==> src/rtl/cpu_types_pkg.sv <==
// Shared CPU types: instruction cache geometry, address fields and FSM states.
package cpu_types_pkg;

    localparam int unsigned WORD_W  = 32;
    localparam int unsigned IIDX_W  = 4;
    localparam int unsigned ITAG_W  = 26;
    localparam int unsigned IBOFF_W = 2;
    localparam int unsigned IFRAMES = 1 << IIDX_W;

    // Instruction address split into cache fields
    typedef struct packed {
        logic [ITAG_W-1:0]  tag;
        logic [IIDX_W-1:0]  idx;
        logic [IBOFF_W-1:0] bytoff;
    } icachef_t;

    // Instruction cache controller states
    typedef enum logic {
        IDLE  = 1'b0,
        FETCH = 1'b1
    } icache_state_t;

endpackage : cpu_types_pkg

==> src/rtl/icache.sv <==
// Direct-mapped, one-word-per-frame instruction cache with a blocking
// miss FSM. Hits are returned combinationally in the request cycle.
module icache
    import cpu_types_pkg::*;
(
    input  logic              CLK,
    input  logic              RST,
    // datapath side
    input  logic              imemREN,
    input  logic [WORD_W-1:0] imemaddr,
    output logic              ihit,
    output logic [WORD_W-1:0] imemload,
    input  logic              flush,
    // memory controller side
    output logic              iREN,
    output logic [WORD_W-1:0] iaddr,
    input  logic              iwait,
    input  logic [WORD_W-1:0] iload,
    // statistics
    output logic [WORD_W-1:0] hit_count,
    output logic [WORD_W-1:0] miss_count
);

    icache_state_t state, next_state;

    logic [IFRAMES-1:0] valid;
    logic [ITAG_W-1:0]  tags [IFRAMES];
    logic [WORD_W-1:0]  data [IFRAMES];

    logic [WORD_W-1:0]  miss_addr;
    icachef_t           req;
    icachef_t           miss;

    logic               tag_match;
    logic               start_fetch;
    logic               fill_done;
    logic               unused_bits;

    assign req  = icachef_t'(imemaddr);
    assign miss = icachef_t'(miss_addr);

    // Byte offsets never select anything in a word-per-frame cache
    assign unused_bits = ^{req.bytoff, miss.bytoff};

    assign tag_match = valid[req.idx] && (tags[req.idx] == req.tag);

    // FSM state register; reset overrides every transition
    always_ff @(posedge CLK) begin
        if (RST) begin
            state <= IDLE;
        end else begin
            state <= next_state;
        end
    end

    // Next-state, hit path and memory request decode
    always_comb begin
        next_state  = state;
        ihit        = 1'b0;
        imemload    = '0;
        iREN        = 1'b0;
        iaddr       = miss_addr;
        start_fetch = 1'b0;
        fill_done   = 1'b0;
        unique case (state)
            IDLE: begin
                ihit = imemREN && tag_match;
                if (ihit) begin
                    imemload = data[req.idx];
                end
                // A flush cycle must not launch a fill of stale contents
                if (imemREN && !tag_match && !flush) begin
                    start_fetch = 1'b1;
                    next_state  = FETCH;
                end
            end
            FETCH: begin
                iREN = 1'b1;
                if (!iwait) begin
                    fill_done  = 1'b1;
                    next_state = IDLE;
                end
            end
            default: next_state = IDLE;
        endcase
    end

    // Miss address latch, word aligned
    always_ff @(posedge CLK) begin
        if (RST) begin
            miss_addr <= '0;
        end else if (start_fetch) begin
            miss_addr <= {imemaddr[WORD_W-1:IBOFF_W], IBOFF_W'(0)};
        end
    end

    // Valid bits: flush beats a completing fill
    always_ff @(posedge CLK) begin
        if (RST) begin
            valid <= '0;
        end else if (flush) begin
            valid <= '0;
        end else if (fill_done) begin
            valid[miss.idx] <= 1'b1;
        end
    end

    // Tag and data arrays, written only by a completing fill
    always_ff @(posedge CLK) begin
        if (!RST && fill_done) begin
            tags[miss.idx] <= miss.tag;
            data[miss.idx] <= iload;
        end
    end

    // Hit and miss statistics, wrapping naturally
    always_ff @(posedge CLK) begin
        if (RST) begin
            hit_count  <= '0;
            miss_count <= '0;
        end else begin
            if (ihit) begin
                hit_count <= hit_count + WORD_W'(1);
            end
            if (start_fetch) begin
                miss_count <= miss_count + WORD_W'(1);
            end
        end
    end

endmodule : icache

==> config.mk <==
export PLATFORM = sky130hd
export DESIGN_NAME = icache
export DESIGN_NICKNAME = d
export VERILOG_FILES = /design/src/rtl/cpu_types_pkg.sv /design/src/rtl/icache.sv
export SDC_FILE = /design/constraint.sdc
export NUM_CORES = 1
export LEC_CHECK = 0
export BUFFER_PORTS_ARGS = -buffer_cell sky130_fd_sc_hd__buf_2
export CORE_MARGIN = 5
export CORE_UTILIZATION = 57
export DETAILED_ROUTE_END_ITERATION = 6
export GPL_TIMING_DRIVEN = 0
export PLACE_DENSITY = 0.87
export SETUP_SLACK_MARGIN = 0.2
export SYNTH_ARGS = -nofsm -noshare
export SYNTH_HDL_FRONTEND = slang
export SYNTH_SLANG_ARGS = --single-unit
==> constraint.sdc <==
create_clock -name CLK -period 16.98 [get_ports CLK]
set_input_delay 4.245 -clock CLK [delete_from_list [all_inputs] [get_ports CLK]]
set_output_delay 4.245 -clock CLK [all_outputs]
set_load 0.03 [all_outputs]
==> flow_metrics.env <==
export IMPL_io_buffers=192
export IMPL_routed_wl_mm=114
export IMPL_core_mm2=0.0712
export IMPL_ys_async_sr_fraction_pct=0
export IMPL_gr_total_overflow=0
export IMPL_grt_pass1_wl_mm=164
export IMPL_rsz0062_at_grt="no"
export IMPL_clk_pin_slew_ps=60
export IMPL_cts_made_buffers=100
export IMPL_layoutNonFillerInstCount=3491
export IMPL_required_ps=12730
export IMPL_yosys_warnings=0
export IMPL_p_seq_share_pct=54.0
export IMPL_num_io_pins=199
export IMPL_core_rowCount=98
export IMPL_status="completed"
export IMPL_crit_buf_inv=10
export IMPL_yosys_most_used_dff="edfxtp_1"
export IMPL_tightest_slew_ps=1390
export IMPL_dr_pass1_iters=6
export IMPL_p_sw_w=0.00113
export IMPL_syn_inst=2119
export IMPL_slowest_stage="a2111oi_0"
export IMPL_holdBufCountCts=0
export IMPL_crit_type="in -> out"
export IMPL_hpwl_mm=69.9
export IMPL_synth_edf_count=928
export IMPL_internal_power_w=0.00407
export IMPL_grtUsageMet3_pct=6.59
export IMPL_total_power_w=0.00520
export IMPL_startpoint_type="input port"
export IMPL_cp_common_cell="buf_2"
export IMPL_hold_class="reg -> reg"
export IMPL_vias_per_cell=6.81
export IMPL_slowest_delay_ps=530
export IMPL_timing_final_crit_share_pct=83.7
export IMPL_antenna_found_initial=11
export IMPL_finalClockSkew_ps=19.6
export IMPL_grt_pass1_vias=23997
export IMPL_wl_per_cell_um=32.7
export IMPL_tns_ps=0
export IMPL_placed_cells=3303
export IMPL_drcViolationCount=0
export IMPL_cts_root_buffer_cell="clkbuf_16"
export IMPL_fmax_mhz=70.4
export IMPL_crit_path_end_kind="output pin"
export IMPL_dieArea_mm2=0.0770
export IMPL_irDropWorstVdd_v=0.0000946
export IMPL_cts_repair_resized=0
export IMPL_multi_input_area_mm2=0.0101
export IMPL_grt_max_degree=25
export IMPL_grtUsageTotal_pct=29.2
export IMPL_ant_nets=0
export IMPL_avgSynthCellArea_um2=19.2
export IMPL_min_period_ps=14210
export IMPL_finalHoldViolations=0
export IMPL_num_fill_cells=4326
export IMPL_worstPathArrival_ps=9960
export IMPL_setup_viol_count_final=0
export IMPL_synthTopCellsByArea="edfxtp_1 (68%), mux4_2 (13%), dfxtp_1 (5.5%), mux2i_1 (2.2%), nor2_1 (0.97%)"
export IMPL_synth_top_area_share_pct=68.4
export IMPL_seqCellArea_mm2=0.0301
export IMPL_gp_congestion=0.922
export IMPL_start_util_pct=57.2
export IMPL_fin_hold_ws_ps=477
export IMPL_cts_sinks=1039
export IMPL_grt_busiest_layer="met2"
export IMPL_use_met2_pct=49.6
export IMPL_yosysMostFrequentCell="edfxtp_1"
export IMPL_cts_htree_levels=3
export IMPL_p_per_area_mw_per_mm2=110
export IMPL_area_growth_pct=15.4
export IMPL_first_iter_violations=4184
export IMPL_clk_latency_ps=680
export IMPL_max_cap_violations=0
export IMPL_die_h_um=277
export IMPL_cts_tree="done"
export IMPL_synth_seq_cells=1039
export IMPL_cp_max_fo=10
export IMPL_yosysTopAreaCell="edfxtp_1"
export IMPL_comb_power_share_pct=4.8
export IMPL_synth_commonest_cells="edfxtp_1 (928), mux4_2 (239), dfxtp_1 (111)"
export IMPL_syn_area_mm2=0.0408
export IMPL_final_nets=2526
export IMPL_path_cells="buf_2, buf_2, buf_2, buf_2, buf_2, buf_2, o221ai_1, o21ai_0, a21oi_1, a2111oi_0, nand4b_1, or2_1, clkbuf_1, buf_2, clkbuf_1, nor2b_1, buf_2"
export IMPL_via_count=23758
export IMPL_grt_util_met1_pct=37.4
export IMPL_seq_area_frac_synth_pct=73.8
export IMPL_ys_types=68
export IMPL_post_route_util_pct=66.0
export IMPL_cp_top_family="buffers and inverters"
export IMPL_switching_share_pct=21.7
export IMPL_drive_gt1_share_pct=28.3
export IMPL_slew_violations=0
export IMPL_p_leak_nw=15.3
export IMPL_die_x_um=277
export IMPL_relSlewSlack_pct=7.50
export IMPL_clkPwrFrac_pct=41.3
export IMPL_clock_path_buffers=3
export IMPL_postCtsSetupBuffers=0
[per-stage QoR]
step,setup WS [ps],area [um^2]
2_1_floorplan,5080,40800
3_3_place_gp,2990,42900
3_5_place_dp,2890,43900
4_1_cts,2960,47000
5_1_grt,2610,47000
6_report,2770,47000
[final timing paths]
path               start             to  slack [ps]  cells past startpoint
max          imemaddr[5]   imemload[15]        2770                     17
min            valid[12]      valid[12]         480                      2
max reg2reg  tags[14][6]  hit_count[28]       12210                     12
min reg2reg    valid[12]      valid[12]         480                      2
[cells in the final DEF (no fill, tap or decap), types with 11 or more instances in the layout]
master,synthesis,routed
edfxtp_1,928,928
mux4_2,239,239
buf_2,29,221
dfxtp_1,111,111
clkbuf_16,0,100
mux2i_1,89,89
nor2_1,105,89
clkbuf_1,46,69
a21oi_1,57,57
nand2_1,47,47
nor2b_1,40,40
buf_12,0,34
nand3_1,32,32
nand4_1,28,28
mux2_2,27,27
inv_1,27,27
xor2_1,23,23
xnor2_1,21,21
clkinv_2,0,20
o21ai_0,18,18
o22ai_1,17,17
and3_1,17,17
buf_1,16,16
nor2_4,0,16
clkinv_1,1,15
buf_4,14,14
or4_1,14,14
o31ai_1,14,14
or3_1,13,13
nor4_1,12,12
nand2b_1,11,11
nor3_1,11,11
[layer usage]
metal  vias up  part of all wire (%)
li1       9319                     -
met1     12026                    33
met2      1985                    50
met3       424                    12
met4         4                   4.8
met5         -                 0.024
[registers in the layout (all words and copies together) (netlist names)]
name and count:
iaddr 30, hit_count 32, valid 16, data 512
tags 416, state 1, miss_count 32
[power by group through the flow]
| stage | clock network [W] | logic [W] | registers (W) |
|---|---|---|---|
| 2_1_floorplan | 0 | 0.000139 | 0.00286 |
| 3_5_place_dp | 0 | 0.000238 | 0.00286 |
| 6_report | 0.00214 | 0.000248 | 0.00280 |
| 5_1_grt | 0.00226 | 0.000257 | 0.00280 |
| 3_3_place_gp | 0 | 0.000226 | 0.00285 |
| 4_1_cts | 0.00215 | 0.000244 | 0.00280 |
[area by class of cell]
type	count	share of cell area, %
sequential	1039	64.0
multi-input combinational	941	21.6
clock buffer	128	5.64
timing repair buffer	233	3.90
tap	950	2.53
buffer	110	1.15
clock inverter	52	0.971
inverter	30	0.239
antenna	8	0.0426
[kinds of logic (layout without fill, tap and decap cells)]
family	count (synthesis)	after routing	share of synthesized area (%)
flip-flops	1039	1039	73.8
AO/OA/AOI/OAI	173	173	2.70
multiplexers	357	357	16.2
adder cells (fa/ha/maj)	2	2	0.0614
AND/OR/NAND/NOR	363	363	4.68
XOR/XNOR	44	44	0.945
buffers and inverters	140	553	1.60
other	1	10	0.00920
[worst reg2reg max path: stages, from the launching register on]
cell       delay [ps]
edfxtp_1          410
mux4_2            490
mux2i_1           380
a2bb2oi_1         260
o22ai_1           110
or4_1             550
a2111oi_1         420
nand4b_1          450
buf_2             360
nor4_2            580
buf_2             360
a21oi_1           100
o21a_1            200
No activity file was read; power rests on OpenSTA's default activity.
